## config.mk

```make
export PLATFORM = sky130hd
export DESIGN_NAME = instruction_fetch_arbiter
export DESIGN_NICKNAME = d
export VERILOG_FILES = /design/src/rtl/instruction_fetch_arbiter_pkg.sv /design/src/rtl/instruction_fetch_arbiter_rr_first_set.sv /design/src/rtl/instruction_fetch_arbiter.sv
export SDC_FILE = /design/constraint.sdc
export NUM_CORES = 1
export LEC_CHECK = 0
export CORE_UTILIZATION = 47
export DETAILED_ROUTE_END_ITERATION = 7
export PLACE_DENSITY = 0.82
export SETUP_SLACK_MARGIN = 0.1
export SLEW_MARGIN = 15
export SYNTH_ARGS = -nofsm -noshare
export SYNTH_HDL_FRONTEND = slang
export SYNTH_SLANG_ARGS = --single-unit
```

## constraint.sdc

```tcl
create_clock -name clk -period 3.1 [get_ports clk]
set_input_delay 0.62 -clock clk [delete_from_list [all_inputs] [get_ports clk]]
set_output_delay 0.62 -clock clk [all_outputs]
set_load 0.1 [all_outputs]
```

## src/rtl/instruction_fetch_arbiter_pkg.sv

```systemverilog
// Shared defaults and the pointer-width helper for the instruction fetch arbiter.
package instruction_fetch_arbiter_pkg;
  localparam int unsigned NUM_CORES_DEF     = 4;
  localparam int unsigned ADDR_WIDTH_IM_DEF = 8;
  localparam int unsigned INSTR_WIDTH_DEF   = 32;

  // Round-robin pointer width; never narrower than one bit.
  function automatic int unsigned ptr_w(input int unsigned n);
    return (n > 1) ? $clog2(n) : 1;
  endfunction

  localparam int unsigned PTR_W_DEF = ptr_w(NUM_CORES_DEF);
endpackage

```

## src/rtl/instruction_fetch_arbiter_rr_first_set.sv

```systemverilog
// Finds the first set bit of vec_i at or after start_i, wrapping past N-1 to 0.
module rr_first_set
  import instruction_fetch_arbiter_pkg::*;
#(
  parameter int unsigned N  = NUM_CORES_DEF,
  parameter int unsigned PW = ptr_w(N)
) (
  input  logic [N-1:0]  vec_i,
  input  logic [PW-1:0] start_i,
  output logic          found_o,
  output logic [PW-1:0] idx_o
);
  logic [2*N-1:0] dbl;
  logic [N-1:0]   rot;
  logic [PW:0]    sum;

  always_comb begin
    // Rotate so that start_i lands on bit 0, then take the lowest set bit.
    dbl     = {vec_i, vec_i} >> start_i;
    rot     = dbl[N-1:0];
    found_o = 1'b0;
    sum     = '0;
    for (int k = N - 1; k >= 0; k--) begin
      if (rot[k]) begin
        found_o = 1'b1;
        sum     = {1'b0, start_i} + (PW+1)'(k);
      end
    end
    if (sum >= (PW+1)'(N)) sum = sum - (PW+1)'(N);
    idx_o = sum[PW-1:0];
  end
endmodule

```

## src/rtl/instruction_fetch_arbiter.sv

```systemverilog
// Two-port round-robin arbiter sharing a dual-read instruction memory among NUM_CORES fetchers.
module instruction_fetch_arbiter
  import instruction_fetch_arbiter_pkg::*;
#(
  parameter int unsigned NUM_CORES     = NUM_CORES_DEF,
  parameter int unsigned ADDR_WIDTH_IM = ADDR_WIDTH_IM_DEF,
  parameter int unsigned INSTR_WIDTH   = INSTR_WIDTH_DEF
) (
  input  logic                               clk,
  input  logic                               rst_n,
  input  logic                               fetch_enable,
  input  logic [NUM_CORES-1:0]               req,
  input  logic [NUM_CORES*ADDR_WIDTH_IM-1:0] req_addr,
  output logic [NUM_CORES-1:0]               gnt,
  output logic [NUM_CORES-1:0]               rvalid,
  output logic [NUM_CORES*INSTR_WIDTH-1:0]   rdata,
  output logic [ADDR_WIDTH_IM-1:0]           im_address_1,
  output logic [ADDR_WIDTH_IM-1:0]           im_address_2,
  input  logic [INSTR_WIDTH-1:0]             im_read_data_1,
  input  logic [INSTR_WIDTH-1:0]             im_read_data_2
);
  localparam int unsigned PW = ptr_w(NUM_CORES);

  logic [PW-1:0]                             rr_ptr_q, rr_ptr_d;
  logic [NUM_CORES-1:0]                      rvalid_q;
  logic [NUM_CORES-1:0][INSTR_WIDTH-1:0]     rdata_q;
  logic [NUM_CORES-1:0][ADDR_WIDTH_IM-1:0]   addr_a;
  logic [NUM_CORES-1:0]                      elig, elig2;
  logic                                      found1, found2;
  logic [PW-1:0]                             idx1, idx2, last;
  logic [PW:0]                               nxt;

  assign addr_a = req_addr;
  // Holding gnt low during reset keeps it clean even while req is driven.
  assign elig   = (fetch_enable && rst_n) ? req : '0;

  rr_first_set #(.N(NUM_CORES), .PW(PW)) u_first (
    .vec_i(elig), .start_i(rr_ptr_q), .found_o(found1), .idx_o(idx1)
  );

  always_comb begin
    elig2 = elig;
    if (found1) elig2[idx1] = 1'b0;
  end

  // Same start point with the first winner masked yields the next one in scan order.
  rr_first_set #(.N(NUM_CORES), .PW(PW)) u_second (
    .vec_i(elig2), .start_i(rr_ptr_q), .found_o(found2), .idx_o(idx2)
  );

  always_comb begin
    gnt = '0;
    if (found1) gnt[idx1] = 1'b1;
    if (found2) gnt[idx2] = 1'b1;
  end

  assign im_address_1 = found1 ? addr_a[idx1] : '0;
  assign im_address_2 = found2 ? addr_a[idx2] : '0;

  always_comb begin
    last = found2 ? idx2 : idx1;
    nxt  = {1'b0, last} + (PW+1)'(1);
    if (nxt == (PW+1)'(NUM_CORES)) nxt = '0;
    rr_ptr_d = found1 ? nxt[PW-1:0] : rr_ptr_q;
  end

  always_ff @(posedge clk or negedge rst_n) begin
    if (!rst_n) begin
      rr_ptr_q <= '0;
      rvalid_q <= '0;
      rdata_q  <= '0;
    end else begin
      rr_ptr_q <= rr_ptr_d;
      rvalid_q <= gnt;
      if (found1) rdata_q[idx1] <= im_read_data_1;
      if (found2) rdata_q[idx2] <= im_read_data_2;
    end
  end

  assign rvalid = rvalid_q;
  assign rdata  = rdata_q;
endmodule

```

==> run summary <==
diode count -> 0
CTS H-tree lvls -> 4
Yosys cell types -> 48
NumNets Final -> 1,078
Rel. slew slack -> 32.4%
clock slew at reported path FFs -> 0.06 ns
post-DR vias/cell -> 5.74
GRT overflow -> 0
Worst EP arrival -> 2.81 ns
total CTS buffers -> 17
crit share post-route -> 111%
number of remaining DRC errors -> 0
final setup margin -> -0.330 ns
Synth Cell Area -> 7680 µm²
Setup TNS -> -3.91 ns
cells on worst reg2reg path -> 13
WS Path Type -> flop to output pin
Hold Crit Class -> input pin to async pin
unrepaired setup endpoints after global routing -> yes
final clock skew -> 0.00841 ns
Layout fillers -> 907
crit path buf inv count -> 7
CTS Sinks -> 134
GP Congestion -> 0.855
most used cell, CP -> buf_6
core area -> 15,900 µm²
FF-to-FF End -> rdata[32]
worst-skew pair later-pin latency -> 0.42 ns
status -> finished with violations
Synth Net Count -> 725
post-route ant nets -> 0
root buf cell -> clkbuf_16
first-pass GRT wire length -> 41,000 µm
Initial Utilization -> 48.2%
Seq cells post-synth -> 134
total die area -> 16,900 µm²
YS warnings -> 0
R2R Setup Slk -> 0.11 ns
Final Setup Violations -> 20
slowest stage delay, CP -> 0.40 ns
failing checks -> setup timing
Post-synth top flop -> dfrtp_1
count leader, synth -> dfrtp_1
ys async rst share -> 100%
fmax -> 292 MHz
WHS -> 0.444 ns
synth top area cells -> dfrtp_1 44%, mux2_2 15%, mux2_4 12%, mux2i_1 5.1%, mux2_1 5.0%
Worst Max-Slew Pin Slew -> 1.01 ns
endpoint class of the critical path -> output pin
min Tclk post-route -> 3.43 ns
GRT Overall Usage -> 32.7%
I/O pins -> 255
Post-synth EDFFs -> 0
worst r2r src -> rr_ptr_q[0]
CP Launch Type -> flop
Worst EP required -> 2.48 ns
CP top delay family -> buffers and inverters
Final Hold Fails -> 0
wire per inst -> 22.7 µm
hpwl dp -> 18,500 µm
synthesized instance count -> 622
vias in the first global route -> 7,337
P&R area growth vs syn -> 65.9%
DP Worst Slack -> -0.732 ns
MaxCap Viol Count -> 0
via count -> 6,912
post-synth top area share -> 43.6%
CTS max path bufs -> 2
utilization after layout -> 79.9%
CP Cell Sequence -> buf_6 -> buf_6 -> buf_6 -> a311oi_2 -> nand3_1 -> o2bb2ai_2 -> buf_4 -> a211oi_4 -> buf_6 -> buf_6 -> a221oi_4 -> a21oi_4 -> buf_12
largest net degree at the start of global routing -> 80
Reg area -> 3360 µm²
input/output buffers -> 254
std cell rows -> 46
crit-path max FO -> 8
Die Width -> 130 µm
sequential fraction of the synthesis area -> 43.6%
commonest cells in the netlist -> 134 x dfrtp_1, 101 x mux2_2, 59 x mux2_4
CTS tree -> built
Synth area leader -> dfrtp_1
starting DRC count in detailed routing -> 464
chip height -> 130 µm
Post-Route WL -> 27,300 µm
mean area per synthesized cell -> 12.4 µm²
First-pass DRT Iterations -> 5
slowest cell on the critical path -> dfrtp_2
pins over their slew limit -> 0
initial antenna violation count -> 0
layout cells sized above 1 -> 58.8%
area of the multi-input gates -> 4790 µm²
## stage by stage
step           cells  area, µm²
2_1_floorplan    622       8030
3_3_place_gp    1139      11300
3_5_place_dp    1139      11300
4_1_cts         1198      12600
5_1_grt         1204      12700
6_report        1204      12700
## per-layer routing
| layer | track usage (%) | part of all wire, % |
|---|---|---|
| met1 | 37.3 | 39 |
| met2 | 58.4 | 51 |
| met3 | 7.91 | 7.3 |
| met4 | 14.0 | 2.7 |
| met5 | 0 | 0 |
## sequential cells by signal, indices dropped and copies added, names as in the netlist
name and cells:
rvalid 4, rdata 128, rr_ptr_q 2
## cell families (layout without fill, tap and decap cells)
group	Yosys count	in the layout	synth area share [%]
muxes	233	233	36.4
buffers and inverters	56	422	4.36
DFF	134	134	43.6
AOI/OAI and AO/OA	116	116	9.89
and+or+nand+nor	83	83	5.70
## repair_timing
| item | CTS | global route |
|---|---|---|
| pin swaps | 25 | 7 |
| hold buffers | 0 | 0 |
| setup buffers | 22 | 4 |
| setup endpoints to repair | 83 | 53 |
| cloned | 5 | 2 |
| resized for setup | 114 | 15 |
## worst max path at each step
stage               depth (start not counted)         from              end
global placement                           10       req[3]  im_address_2[3]
global route                               13       req[1]  im_address_2[6]
detailed placement                         11       req[3]  im_address_2[7]
floorplan                                   9       req[3]  im_address_2[0]
finish                                     13  rr_ptr_q[1]  im_address_2[6]
CTS                                        12  rr_ptr_q[1]  im_address_2[1]
## worst reg2reg max path, cell delays in order, from the launching register on
cell and delay [ns]:
dfrtp_2 0.45, buf_4 0.16, o311ai_4 0.28, o21ai_2 0.10, buf_4 0.16, o21ai_4 0.17
a31oi_2 0.13, o211ai_4 0.17, buf_6 0.19, buf_4 0.16, buf_8 0.15, nand2b_4 0.24
buf_12 0.18, mux2_1 0.34
## final cells by class
| class | instances | area share [%] |
|---|---|---|
| well taps | 216 | 2.12 |
| multi-input cells | 432 | 37.6 |
| inverters | 3 | 0.0883 |
| repair buffers | 387 | 29.4 |
| clock buffers | 19 | 3.48 |
| flip-flops and latches | 134 | 26.3 |
| clock inverters | 13 | 0.972 |
## layout by cell type (no fill, tap or decap), types with 18 or more instances in the layout
cell type and instances:
o21ai_0 18, mux2_2 101, buf_6 23, o21ai_1 19, buf_4 222, mux2_4 59, mux2i_1 31, clkdlybuf4s50_1 96
dfrtp_1 132, buf_12 35, nand3_1 33, mux2_1 34, clkbuf_16 19
Power is not shown: default switching activity piles up to over one toggle a cycle in this logic, so the estimate is an artifact.
==> patch 1 (same settings) <==
The package constant `NUM_CORES_DEF` goes from 4 to 8.
--- a/src/rtl/instruction_fetch_arbiter_pkg.sv
+++ b/src/rtl/instruction_fetch_arbiter_pkg.sv
@@ -1,6 +1,6 @@
 // Shared defaults and the pointer-width helper for the instruction fetch arbiter.
 package instruction_fetch_arbiter_pkg;
-  localparam int unsigned NUM_CORES_DEF     = 4;
+  localparam int unsigned NUM_CORES_DEF     = 8;
   localparam int unsigned ADDR_WIDTH_IM_DEF = 8;
   localparam int unsigned INSTR_WIDTH_DEF   = 32;
 
Ports: changed (5 resized); port bits go from 255 to 427. The function was not compared with the original's and may differ.
==> patch 1 against the unedited design <==
Final area grew 93%. Sequential cell count grew 133. Via count grew 110%. Area after synthesis grew 110%. The run still ends with negative setup slack left. Core utilization shrank 7.2 points. Register-to-register slack lost 2.7 ns. Wire length grew 140%. Count of clock-buffer cells in the layout grew 27. Die area grew 110%. Synthesized cell count grew 120%. Critical path type unchanged. Setup slack lost 2.9 ns. Critical path depth grew 6.
Power is not shown: default switching activity piles up to over one toggle a cycle in this logic, so the estimate is an artifact.
==> patch 1: results (changes against the unedited design) <==
| Metric | Value |
|---|---|
| Library cells used by synthesis | `80 (was 48)` |
| Reg2reg setup slack | `-2.59 ns (was 0.11 ns)` |
| Largest fanout on the critical path | `6 (was 8)` |
| Largest net degree at the start of global routing | `172 (was 80)` |
| Global-route wire length before repair | `95.0 mm (was 41.0 mm)` |
| Layout Nets | `2,098 (was 1,078)` |
| R2r endpoint | `rdata[22] (was rdata[32])` |
| Clk_lat worst skew | `0.59 ns (was 0.42 ns)` |
| Clk buf depth | `3 (was 2)` |
| Launch point of the critical path | `rr_ptr_q[0] (was rr_ptr_q[1])` |
| Overall Global Routing Usage | `35.5% (was 32.7%)` |
| Dpl ws | `-3.45 ns (was -0.732 ns)` |
| Failing checks | `negative setup slack (unchanged)` |
| Layout cells sized above 1 | `58.9% (was 58.8%)` |
| Synth area leaders | `dfrtp_1, mux2_2, mux2i_1, mux2_4, o21ai_0 (was dfrtp_1, mux2_2, mux2_4, mux2i_1, mux2_1)` |
| Non-filler cells, final | `2,429 (was 1,204)` |
| Status | `complete, but fails checks (unchanged)` |
| Max Clock Skew | `0.0162 ns (was 0.00841 ns)` |
| Critical path endpoint | `im_address_2[0] (was im_address_2[6])` |
| CTS buffer count | `31 (was 17)` |
| Vias in the first global route | `14,900 (was 7,337)` |
| Placed cell area | `22,400 um^2 (was 11,300 um^2)` |
| Post-Syn Nets | `1,489 (was 725)` |
| H-tree levels | `1 (was 4)` |
| Reg2Reg Depth | `24 (was 13)` |
| Setup ws final | `-3.21 ns (was -0.330 ns)` |
| Port bufs | `426 (was 254)` |
| Count of final setup violators | `291 (was 20)` |
| Routability cong. | `0.951 (was 0.855)` |
patch 1: critical path, delay by kind of cell (launching register included):
kind            cells  cell delay [ns]
compound gates      7             1.97
buf+inv             5             0.87
flops               1             0.43
mux                 3             1.08
simple gates        4             0.72
patch 1: worst min path at each step:
| stage | start | endpoint | slack (ns) | cells after the start |
|---|---|---|---|---|
| after floorplan | rst_n | rdata[0] | 0.32 | 0 |
| after global placement | rst_n | rvalid[5] | 0.52 | 2 |
| after detailed placement | rst_n | rvalid[5] | 0.52 | 2 |
| after CTS | rst_n | rr_ptr_q[2] | 0.04 | 2 |
| after global routing | rst_n | rr_ptr_q[2] | 0.08 | 2 |
| final | rst_n | rr_ptr_q[2] | 0.05 | 2 |
patch 1: cells by family (layout without fill, tap and decap cells):
| family | count (synthesis) | after routing | synth area share (%) |
|---|---|---|---|
| other cells | 0 | 1 | 0 |
| mux | 557 | 557 | 39.6 |
| fa+ha+maj | 3 | 3 | 0.231 |
| flops | 267 | 267 | 41.1 |
| buf+inv | 120 | 753 | 3.67 |
| compound gates | 195 | 195 | 8.77 |
| xor+xnor | 3 | 3 | 0.162 |
| simple gates | 202 | 202 | 6.39 |
patch 1: per-stage QoR:
stage | util [%] | hold slack (ns)
floorplan | - | 0.324
global route | 72.8 | 0.0819
finish | 72.8 | 0.0463
CTS | 71.8 | 0.0410
detailed placement | 66.3 | 0.515
global placement | 66.3 | 0.515
patch 1: layout make-up:
type | count | area (um^2) | area share, %
antenna | 1 | 2.50 | 0.0102
clock buffer | 46 | 902 | 3.67
clock inverter | 11 | 183 | 0.743
inverter | 14 | 52.6 | 0.214
multi-input combinational | 960 | 9830 | 40.0
sequential | 267 | 6680 | 27.2
tap | 448 | 561 | 2.28
timing repair buffer | 682 | 6360 | 25.9
patch 1: metal layers:
layer  wire (um)  vias to the layer above  GRT usage (%)
li1            -                     6327              -
met1       25300                     7326           43.7
met2       32200                      623           61.3
met3        4110                      145           6.01
met4        2800                        0           14.9
met5           0                        -              0
patch 1: repair_timing:
item / 4_1_cts / 5_1_grt
setup endpoints to repair: 291 / 291
resized for setup: 92 / 53
cloned: 6 / 3
pin swaps: 15 / 23
endpoints found under the hold margin: 3 / 0
setup buffers: 26 / 11
hold buffers: 1 / 0
==> patch 2 (same settings) <==
Made on the original files. Make the reset (`rst_n`) synchronous in one clocked block.
--- a/src/rtl/instruction_fetch_arbiter.sv
+++ b/src/rtl/instruction_fetch_arbiter.sv
@@ -64,7 +64,7 @@
     rr_ptr_d = found1 ? nxt[PW-1:0] : rr_ptr_q;
   end
 
-  always_ff @(posedge clk or negedge rst_n) begin
+  always_ff @(posedge clk) begin
     if (!rst_n) begin
       rr_ptr_q <= '0;
       rvalid_q <= '0;
Check against the original RTL: differs if rst_n is asserted again (counterexample within 4 cycles, from zero or initial values and one cycle with rst_n low); with rst_n held inactive, the same outputs for 4 cycles.
==> patch 2 against the unedited design <==
The flow still finishes with violations (negative setup slack). Sequential cell count unchanged. Wire length down 6.3%. Hold slack better by 0.050 ns. Final area down 11%. Synthesized cell count up 38%. Area after synthesis down 4.9%. Setup slack better by 0.15 ns. Critical path type unchanged. Largest cell class unchanged. Highest routed layer unchanged.
==> patch 2: results (changes against the unedited design) <==
| Metric | Value |
|---|---|
| Status | `complete, but fails checks (unchanged)` |
| Failing checks | `negative setup slack (unchanged)` |
| Post-Synthesis Cells | `858 (was 622)` |
| Layout Nets | `1,230 (was 1,078)` |
| Met2 wire len | `12.4 mm (was 13.9 mm)` |
| Overall Global Routing Usage | `31.4% (was 32.7%)` |
| Worst r2r src | `rr_ptr_q[0] (unchanged)` |
| Layout cells sized above 1 | `33.4% (was 58.8%)` |
| Postcts setup bufs | `13 (was 22)` |
| GR Util met1 | `37.6% (was 37.3%)` |
| Count of final setup violators | `20 (unchanged)` |
| N_diodes | `0 (unchanged)` |
| Fin Hold WS | `0.494 ns (was 0.444 ns)` |
| Root buffer cell | `clkbuf_16 (unchanged)` |
| Largest net degree at the start of global routing | `85 (was 80)` |
| Worst EP arrival | `2.66 ns (was 2.81 ns)` |
| VDD IR max | `0.445 mV` |
| Setup ws final | `-0.184 ns (was -0.330 ns)` |
| Top cells by count, synth | `nand2_1, dfxtp_1, nand3_1 (was dfrtp_1, mux2_2, mux2_4)` |
| R2r endpoint | `rdata[49] (was rdata[32])` |
| Vias in the first global route | `7,442 (was 7,337)` |
| HPWL after DPL | `16.6 mm (was 18.5 mm)` |
| Met2 Usage GRT | `53.6% (was 58.4%)` |
| Placed cell area | `10,300 um^2 (was 11,300 um^2)` |
| Internal | `~4.0 mW` |
| Library cells used by synthesis | `48 (unchanged)` |
| Max Clock Skew | `0.00873 ns (was 0.00841 ns)` |
| Sequential-to-total area share from yosys stat | `36.7% (was 43.6%)` |
| Cell total after placement | `1,278 (was 1,139)` |
| Top routing layer in use | `met4 (unchanged)` |
| Synth area leaders | `dfxtp_1, o211a_1, nand2_1, nand3_1, mux2i_1 (was dfrtp_1, mux2_2, mux2_4, mux2i_1, mux2_1)` |
| Non-filler cells, final | `1,328 (was 1,204)` |
| Per-cell routed wire length | `19.2 um (was 22.7 um)` |
| Largest fanout on the critical path | `6 (was 8)` |
| Setup TNS | `-2.02 ns (was -3.91 ns)` |
| Routability cong. | `0.868 (was 0.855)` |
| DRT iter0 DRCs | `510 (was 464)` |
| Reg2Reg Depth | `14 (was 13)` |
| Global-route wire length before repair | `39.7 mm (was 41.0 mm)` |
| Port bufs | `254 (unchanged)` |
| Flop+latch power | `between 1.5 and 2 mW` |
| Metal-1 WL | `10.1 mm (was 10.6 mm)` |
| Post-Syn Nets | `961 (was 725)` |
| WL met3 | `2.32 mm (was 1.99 mm)` |
| Resized cells post-CTS | `63 (was 114)` |
| Min-delay worst type | `primary input to register (was primary input to asynchronous set/reset pin)` |
| Post-layout total power | `a little under 7 mW` |
| Ys flop type | `dfxtp_1 (was dfrtp_1)` |
| Worst Tran Pin Value | `0.886 ns (was 1.01 ns)` |
| Reg2reg setup slack | `0.36 ns (was 0.11 ns)` |
| Asr flop ratio synth | `0% (was 100%)` |
| DR vias | `7,728 (was 6,912)` |
| Grt met3 use | `8.94% (was 7.91%)` |
| Launch point of the critical path | `rr_ptr_q[1] (unchanged)` |
==> patch 2: cell types whose count changed after synthesis, moves of 19 or more <==
cell      before  now
nand2_1        9  189
dfrtp_1      134    0
o211a_1        0   97
mux2i_1       39   62
o21ai_0       20   39
nand3_1       36  129
mux2_4        59    0
mux2_1        34    0
dfxtp_1        0  134
mux2_2       101   32
clkbuf_1      18   43
==> patch 2: cell families (layout without fill, tap and decap cells) <==
logic type	count (synthesis)	count (layout)	share of synthesized area, %
flops	134	134	36.7
mux	94	94	13.4
buf+inv	90	372	6.90
compound gates	180	180	20.3
simple gates	359	359	22.4
fa+ha+maj	1	1	0.154
==> patch 2: worst max path at each step <==
| stage | to | cells past startpoint |
|---|---|---|
| 2_1_floorplan | im_address_2[0] | 10 |
| 3_3_place_gp | im_address_2[2] | 11 |
| 3_5_place_dp | im_address_2[2] | 11 |
| 4_1_cts | im_address_2[0] | 11 |
| 5_1_grt | im_address_2[3] | 11 |
| 6_report | im_address_2[0] | 10 |
==> patch 2: critical path: stages (launching register included) <==
cell	delay (ns)
dfxtp_1	0.44
inv_1	0.16
a221oi_2	0.33
mux2i_1	0.14
mux2i_1	0.16
and2_4	0.19
buf_4	0.15
and4_1	0.21
a31oi_2	0.20
o21ai_4	0.09
buf_12	0.17
==> patch 2: through the flow <==
stage               utilization (%)  setup WS (ns)
floorplan                         -         -0.157
global placement               67.9         -0.728
detailed placement             67.9         -0.764
CTS                            74.3         -0.154
global route                   74.8         -0.322
finish                         74.8         -0.184
==> patch 2: area by class of cell <==
cell class                 instances  area, um^2
fill                            1078        3830
inverter                           4        15.0
multi-input combinational        634        4670
sequential                       134        2690
tap                              188         235
timing repair buffer             336        3190
clock inverter                    12         128
clock buffer                      20         457
